--- src/rtl/banco_fifos_salida_if.sv ---
// -----------------------------------------------------------------------------
// banco_fifos_salida_if
// Bus between the second-stage arbiter / downstream stage (master side) and
// the output FIFO bank (slave side).
//   push               4            write enable, one bit per FIFO
//   data_in            WORD_SIZE    write word (broadcast to every pushed FIFO)
//   pop                4            read request, one bit per FIFO
//   data_out           4*WORD_SIZE  registered read data, FIFO i in slice i
//   fifo_empty         4            occupancy == 0
//   fifo_full          4            occupancy == depth
//   fifos_almost_full  4            occupancy >= almost-full level
//   fifo_almost_empty  4            occupancy <= almost-empty level
//   fifo_error         4            sticky overflow/underflow (0 when disabled)
// -----------------------------------------------------------------------------
interface banco_fifos_salida_if #(
  parameter int WORD_SIZE = 12
);
  logic [3:0]             push;
  logic [WORD_SIZE-1:0]   data_in;
  logic [3:0]             pop;
  logic [4*WORD_SIZE-1:0] data_out;
  logic [3:0]             fifo_empty;
  logic [3:0]             fifo_full;
  logic [3:0]             fifos_almost_full;
  logic [3:0]             fifo_almost_empty;
  logic [3:0]             fifo_error;

  modport master (
    output push, data_in, pop,
    input  data_out, fifo_empty, fifo_full, fifos_almost_full,
           fifo_almost_empty, fifo_error
  );

  modport slave (
    input  push, data_in, pop,
    output data_out, fifo_empty, fifo_full, fifos_almost_full,
           fifo_almost_empty, fifo_error
  );
endinterface

--- src/rtl/banco_fifos_salida.sv ---
// -----------------------------------------------------------------------------
// banco_fifos_salida
// Bank of four independent synchronous circular-buffer FIFOs fed by the
// second-stage arbiter. Each FIFO has its own write/read pointers, occupancy
// counter and registered read-data slice; nothing is shared between FIFOs.
//
// Ports:
//   clk    clock, all state changes on the rising edge
//   reset  asynchronous, active-low reset
//   bus    banco_fifos_salida_if.slave (push/data_in/pop in, data and flags out)
//
// Configuration macro: BANCO_FIFOS_ERR_EN
//   defined   -> fifo_error[i] is a sticky overflow/underflow flag
//   undefined -> fifo_error is tied to 0, no error registers exist
// -----------------------------------------------------------------------------
module banco_fifos_salida #(
  parameter int WORD_SIZE        = 12,
  parameter int FIFO_DEPTH       = 8,
  parameter int ALMOST_FULL_LVL  = 6,
  parameter int ALMOST_EMPTY_LVL = 1
) (
  input logic                  clk,
  input logic                  reset,
  banco_fifos_salida_if.slave  bus
);

  localparam int PTR_W = $clog2(FIFO_DEPTH);
  localparam int CNT_W = PTR_W + 1;

  localparam logic [CNT_W-1:0] DEPTH_C = CNT_W'(FIFO_DEPTH);
  localparam logic [CNT_W-1:0] AF_C    = CNT_W'(ALMOST_FULL_LVL);
  localparam logic [CNT_W-1:0] AE_C    = CNT_W'(ALMOST_EMPTY_LVL);

  logic [3:0]                 w_empty;
  logic [3:0]                 w_full;
  logic [3:0]                 w_afull;
  logic [3:0]                 w_aempty;
  logic [3:0]                 w_err;
  logic [3:0][WORD_SIZE-1:0]  w_dout;

  for (genvar g = 0; g < 4; g++) begin : g_fifo
    logic [WORD_SIZE-1:0] r_mem [FIFO_DEPTH];
    logic [PTR_W-1:0]     r_wptr;
    logic [PTR_W-1:0]     r_rptr;
    logic [CNT_W-1:0]     r_count;
    logic [WORD_SIZE-1:0] r_dout;
    logic                 w_wr;
    logic                 w_rd;

    assign w_empty[g]  = (r_count == '0);
    assign w_full[g]   = (r_count == DEPTH_C);
    assign w_afull[g]  = (r_count >= AF_C);
    assign w_aempty[g] = (r_count <= AE_C);

    // A full FIFO still accepts a push when it is popped on the same edge:
    // the head is read out while the freed slot (same address) is rewritten.
    assign w_wr = bus.push[g] && (!w_full[g] || bus.pop[g]);
    // No fall-through: an empty FIFO never serves a read, even with a push.
    assign w_rd = bus.pop[g] && !w_empty[g];

    always_ff @(posedge clk or negedge reset) begin
      if (!reset) begin
        r_wptr  <= '0;
        r_rptr  <= '0;
        r_count <= '0;
        r_dout  <= '0;
      end else begin
        if (w_wr) r_wptr <= r_wptr + 1'b1;
        if (w_rd) begin
          r_rptr <= r_rptr + 1'b1;
          r_dout <= r_mem[r_rptr];
        end
        case ({w_wr, w_rd})
          2'b10:   r_count <= r_count + 1'b1;
          2'b01:   r_count <= r_count - 1'b1;
          default: r_count <= r_count;
        endcase
      end
    end

    // Storage is deliberately left out of reset.
    always_ff @(posedge clk) begin
      if (w_wr) r_mem[r_wptr] <= bus.data_in;
    end

    assign w_dout[g] = r_dout;

`ifdef BANCO_FIFOS_ERR_EN
    logic r_err;
    logic w_ovf;
    logic w_unf;

    assign w_ovf = bus.push[g] && w_full[g] && !bus.pop[g];
    assign w_unf = bus.pop[g] && w_empty[g];

    always_ff @(posedge clk or negedge reset) begin
      if (!reset)              r_err <= 1'b0;
      else if (w_ovf || w_unf) r_err <= 1'b1;
    end

    assign w_err[g] = r_err;
`else
    assign w_err[g] = 1'b0;
`endif
  end

  assign bus.data_out          = w_dout;
  assign bus.fifo_empty        = w_empty;
  assign bus.fifo_full         = w_full;
  assign bus.fifos_almost_full = w_afull;
  assign bus.fifo_almost_empty = w_aempty;
  assign bus.fifo_error        = w_err;

endmodule

--- src/flat_wrapper.sv ---
// flat-port wrapper written by rule: the top's interface ports become plain ports
module banco_fifos_salida_flat 
#(
  parameter int WORD_SIZE        = 12,
  parameter int FIFO_DEPTH       = 8,
  parameter int ALMOST_FULL_LVL  = 6,
  parameter int ALMOST_EMPTY_LVL = 1
)
  (clk, reset, bus_push, bus_data_in, bus_pop, bus_data_out, bus_fifo_empty, bus_fifo_full, bus_fifos_almost_full, bus_fifo_almost_empty, bus_fifo_error);
  banco_fifos_salida_if #(.WORD_SIZE(WORD_SIZE)) bus_i ();
  input logic clk;
  input logic reset;
  input wire logic [$bits(bus_i.push)-1:0] bus_push;
  input wire logic [$bits(bus_i.data_in)-1:0] bus_data_in;
  input wire logic [$bits(bus_i.pop)-1:0] bus_pop;
  output wire logic [$bits(bus_i.data_out)-1:0] bus_data_out;
  output wire logic [$bits(bus_i.fifo_empty)-1:0] bus_fifo_empty;
  output wire logic [$bits(bus_i.fifo_full)-1:0] bus_fifo_full;
  output wire logic [$bits(bus_i.fifos_almost_full)-1:0] bus_fifos_almost_full;
  output wire logic [$bits(bus_i.fifo_almost_empty)-1:0] bus_fifo_almost_empty;
  output wire logic [$bits(bus_i.fifo_error)-1:0] bus_fifo_error;
  assign bus_i.push = bus_push;
  assign bus_i.data_in = bus_data_in;
  assign bus_i.pop = bus_pop;
  assign bus_data_out = bus_i.data_out;
  assign bus_fifo_empty = bus_i.fifo_empty;
  assign bus_fifo_full = bus_i.fifo_full;
  assign bus_fifos_almost_full = bus_i.fifos_almost_full;
  assign bus_fifo_almost_empty = bus_i.fifo_almost_empty;
  assign bus_fifo_error = bus_i.fifo_error;
  banco_fifos_salida #(.WORD_SIZE(WORD_SIZE), .FIFO_DEPTH(FIFO_DEPTH), .ALMOST_FULL_LVL(ALMOST_FULL_LVL), .ALMOST_EMPTY_LVL(ALMOST_EMPTY_LVL)) u_core (.clk(clk), .reset(reset), .bus(bus_i));
endmodule
--- config.mk ---
export PLATFORM = sky130hd
export DESIGN_NAME = banco_fifos_salida_flat
export DESIGN_NICKNAME = d
export VERILOG_FILES = /design/src/rtl/banco_fifos_salida_if.sv /design/src/rtl/banco_fifos_salida.sv /design/src/flat_wrapper.sv
export SDC_FILE = /design/constraint.sdc
export NUM_CORES = 1
export LEC_CHECK = 0
export ABC_CLOCK_PERIOD_IN_PS = 5290
export BUFFER_PORTS_ARGS = -buffer_cell sky130_fd_sc_hd__buf_4
export CORE_ASPECT_RATIO = 0.7
export CORE_MARGIN = 2
export CORE_UTILIZATION = 45
export CTS_CLUSTER_DIAMETER = 40
export DETAILED_ROUTE_END_ITERATION = 12
export PLACE_DENSITY = 0.65
export RECOVER_POWER = 100
export REMOVE_ABC_BUFFERS = 1
export SYNTH_ARGS = -nofsm -noshare
export SYNTH_HDL_FRONTEND = slang
export SYNTH_SLANG_ARGS = --single-unit
--- constraint.sdc ---
create_clock -name clk -period 5.29 [get_ports clk]
set_input_delay 0.7935 -clock clk [delete_from_list [all_inputs] [get_ports clk]]
set_output_delay 0.7935 -clock clk [all_outputs]
set_load 0.005 [all_outputs]
==> impl_metrics.toml <==
[finish]
fillers = 3447
layout-drive-gt1-share_pct = 20.77
nets = 1294
diodes = 0
finalNonFillerCells = 1833
area_growth_pct = 13.76

[clock_tree]
clk_latency_ns = 0.56
htree_num_levels = 2
post_cts_buffers = 0
cts_hold_buf = 0
cts_inserted_buffers = 47
root_buffer = "clkbuf_16"
tritoncts = "built"
clock_path_buffers = 3
cts.clk_slew.worst_paths_ns = 0.06
clock-sinks = 472
cts_resized = 0

[detailed_routing]
wl_met1_um = 19740
top_layer_used = "met4"
first_pass_iters = 5
via_count = 10040
routedWlPerCell_um = 21.53
vias_per_cell = 5.476
wl_met3_um = 2376
routed_wl_um = 39470
remaining_drc_errors = 0
wl_met2_um = 16690
drt_iter0_markers = 964
postRouteAntennaNets = 0

[critical_path]
crit_arrival_ns = 2.87
worst-path-buf-inv = 2
crit_family = "simple AND/OR/NAND/NOR gates"
timing_worst_setup_path_type = "reg -> out"
slowest_delay_ns = 1.15
critPathLaunchType = "register"
critPathSlowestCell = "nor3b_1"
cp_cell_sequence = "inv_1 -> ha_1 -> nor3b_1 -> clkbuf_4"
required_ns = 4.50
end_kind = "primary output"
worstPathMaxFanout = 15

[global_route]
grt_pass1_vias = 9857
track_usage_pct = 17.91
grt_max_degree = 54
antenna_found_initial = 1
grt_pass1_wl_um = 59840
overflow = 0

[sta]
max_slew.worst_pin.slew_ns = 2.026
fin_crit_sh_pct = 69.20
setup_viol = 0
rsz0062_at_grt = "false"
hold_viol_final = 0
relSlewSlack_pct = -35.08
finalSetupTns_ns = 0
slew_viol_final = 459
fmax_ghz = 0.2732
final.setup_skew_ns = 0.01151
layout_min_cycle_time_ns = 3.661

[floorplan]
start_util_pct = 45.43
die-area_sq_um = 44270
chipWidth_um = 250.6
ios = 90
rows = 63
core_sq_um = 42170
chipHeight_um = 176.6

[logic_synthesis]
syn_area_sq_um = 19160
yosysWarnings = 0
synth.distinct_cells = 35
synth-seq-cells = 472
netlist_instances = 1138
ys_seq_area_share_pct = 71.68
avgSynthCellArea_sq_um = 16.84

[placed_design]
gp_congestion = 0.7924
placedCellCount = 1747
port_buffers = 85
hpwl_um = 23450

[power_and_ir_drop]
ir_worst_vdd_v = 0.0002600
power_density_nw_per_um2 = 573.2
p_leak_nw = 7.792

[outcome]
status = "complete, but fails checks"
violations = "capacitance limit, slew limit"

[job]
maxCapViolCount = 16

[worst_hold_path]
hold_class = "reg -> reg"
## cell usage after synthesis (all sizes together)
master | count | area [sq um]
mux2i | 100 | 1001
mux2 | 104 | 1171
o21ai | 56 | 280.3
a21oi | 4 | 35.03
dfrtp | 88 | 2202
ha | 28 | 350.3
nand4bb | 4 | 45.04
nand4b | 4 | 35.03
edfxtp | 384 | 11530
xnor2 | 24 | 210.2
clkbuf | 24 | 90.09
nand2b | 20 | 135.1
or4b | 4 | 51.30
and3b | 4 | 35.03
inv | 16 | 60.06
nand3b | 5 | 37.54
o22ai | 48 | 300.3
nor2 | 27 | 101.4
xor2 | 8 | 70.07
o31ai | 48 | 400.4
nor3 | 18 | 90.09
conb | 1 | 3.750
buf | 36 | 309.0
nor2b | 4 | 25.02
a22o | 48 | 420.4
nor4 | 3 | 18.77
nor3b | 4 | 50.05
nand2 | 16 | 60.06
nand3 | 8 | 40.04
## where the power goes
part	leakage [nW]	internal, mW	total, mW	switching, mW
Sequential	4.53	4.85	5.44	0.592
Clock	0.826	2.17	3.60	1.43
Combinational	2.44	1.58	3.45	1.87
Total	7.79	8.60	12.5	3.89
## placed cells by master (no fill, tap or decap), types with 4 or more instances in the layout
| cell | netlist | final |
|---|---|---|
| a21oi_1 | 0 | 4 |
| a22o_1 | 48 | 48 |
| and3b_1 | 4 | 4 |
| buf_4 | 19 | 15 |
| bufinv_16 | 0 | 9 |
| clkbuf_1 | 24 | 48 |
| clkbuf_16 | 0 | 49 |
| clkbuf_4 | 0 | 54 |
| clkinv_2 | 0 | 8 |
| conb_1 | 1 | 4 |
| dfrtp_1 | 88 | 84 |
| dfrtp_2 | 0 | 4 |
| edfxtp_1 | 384 | 384 |
| ha_1 | 28 | 28 |
| inv_1 | 16 | 16 |
| mux2_2 | 103 | 103 |
| mux2i_1 | 100 | 100 |
| nand2_1 | 16 | 16 |
| nand2b_1 | 16 | 20 |
| nand3_1 | 8 | 8 |
| nand3b_1 | 5 | 5 |
| nand4b_1 | 4 | 4 |
| nand4bb_1 | 4 | 4 |
| nor2_1 | 27 | 27 |
| nor2b_1 | 4 | 4 |
| nor3_1 | 18 | 18 |
| nor3b_1 | 0 | 4 |
| o21ai_0 | 56 | 56 |
| o22ai_1 | 48 | 48 |
| o31ai_1 | 40 | 41 |
| o31ai_2 | 8 | 7 |
| xnor2_1 | 24 | 24 |
| xor2_1 | 8 | 8 |
## cell families after synthesis
group           Yosys count  synth area share, %
flops                   472                71.68
compound gates          204                7.497
mux                     204                11.34
simple gates            121                3.781
buf+inv                  76                2.397
xor+xnor                 32                1.463
fa+ha+maj                28                1.829
other cells               1              0.01957
## worst reg2reg max path, stage by stage, from the launching register on
cell and delay [ns]:
dfrtp_1 0.45, inv_1 0.12, ha_1 0.25, nor3b_1 1.20, nand2b_1 0.63, inv_1 0.11, ha_1 0.28, nand4b_1 0.19
a21oi_1 0.18, xor2_1 0.15
## cell type report
cell class              instances  area, sq um  area share (%)
multi-input cells             593         4928           22.61
inverters                      16        60.06          0.2755
well taps                     552        690.7           3.169
flip-flops and latches        472        13740           63.03
repair buffers                114        688.2           3.157
clock buffers                  55         1269           5.821
clock inverters                31        421.7           1.935
## metrics by stage
step,hold WS (ns),total power [mW],cell area [sq um],util [%],worst slack [ns]
after floorplan,0.4857,7.677,18770,-,2.555
after global placement,0.5115,9.007,20350,48.26,2.498
after detailed placement,0.5089,9.088,20350,48.26,2.405
after CTS,0.1901,12.71,22040,52.27,2.191
after global routing,0.5369,13.13,21800,51.68,1.261
final,0.5198,12.49,21800,51.68,1.629
## final timing paths
check                                                   startpoint                                 endpoint  slack (ns)  cells past startpoint
max                        u_core.g_fifo[0].r_count[0]$_DFFE_PN0P_                        bus_fifo_empty[0]        1.63                      4
min                         u_core.g_fifo[1].r_wptr[0]$_DFFE_PN0P_   u_core.g_fifo[1].r_wptr[0]$_DFFE_PN0P_        0.52                      1
max reg2reg                u_core.g_fifo[2].r_count[0]$_DFFE_PN0P_  u_core.g_fifo[2].r_count[3]$_DFFE_PN0P_        1.68                      9
min reg2reg                 u_core.g_fifo[1].r_wptr[0]$_DFFE_PN0P_   u_core.g_fifo[1].r_wptr[0]$_DFFE_PN0P_        0.52                      1
max in group asynchronous                                    reset   u_core.g_fifo[3].r_rptr[0]$_DFFE_PN0P_        2.03                      2
min in group asynchronous                                    reset  u_core.g_fifo[2].r_count[2]$_DFFE_PN0P_        0.81                      1
## state kept, by name, indices dropped and copies added, names as in the netlist
name,flops
u_core.g_fifo.r_mem,384
u_core.g_fifo.r_dout,48
u_core.g_fifo.r_count,16
u_core.g_fifo.r_rptr,12
u_core.g_fifo.r_wptr,12
## metal layers
| metal | vias up | GRT usage [%] |
|---|---|---|
| li1 | 4651 | - |
| met2 | 241 | 25.31 |
| met4 | 0 | 4.067 |
| met3 | 53 | 3.765 |
| met1 | 5093 | 28.27 |
| met5 | - | 0 |
(Power assumes the default switching activity.)
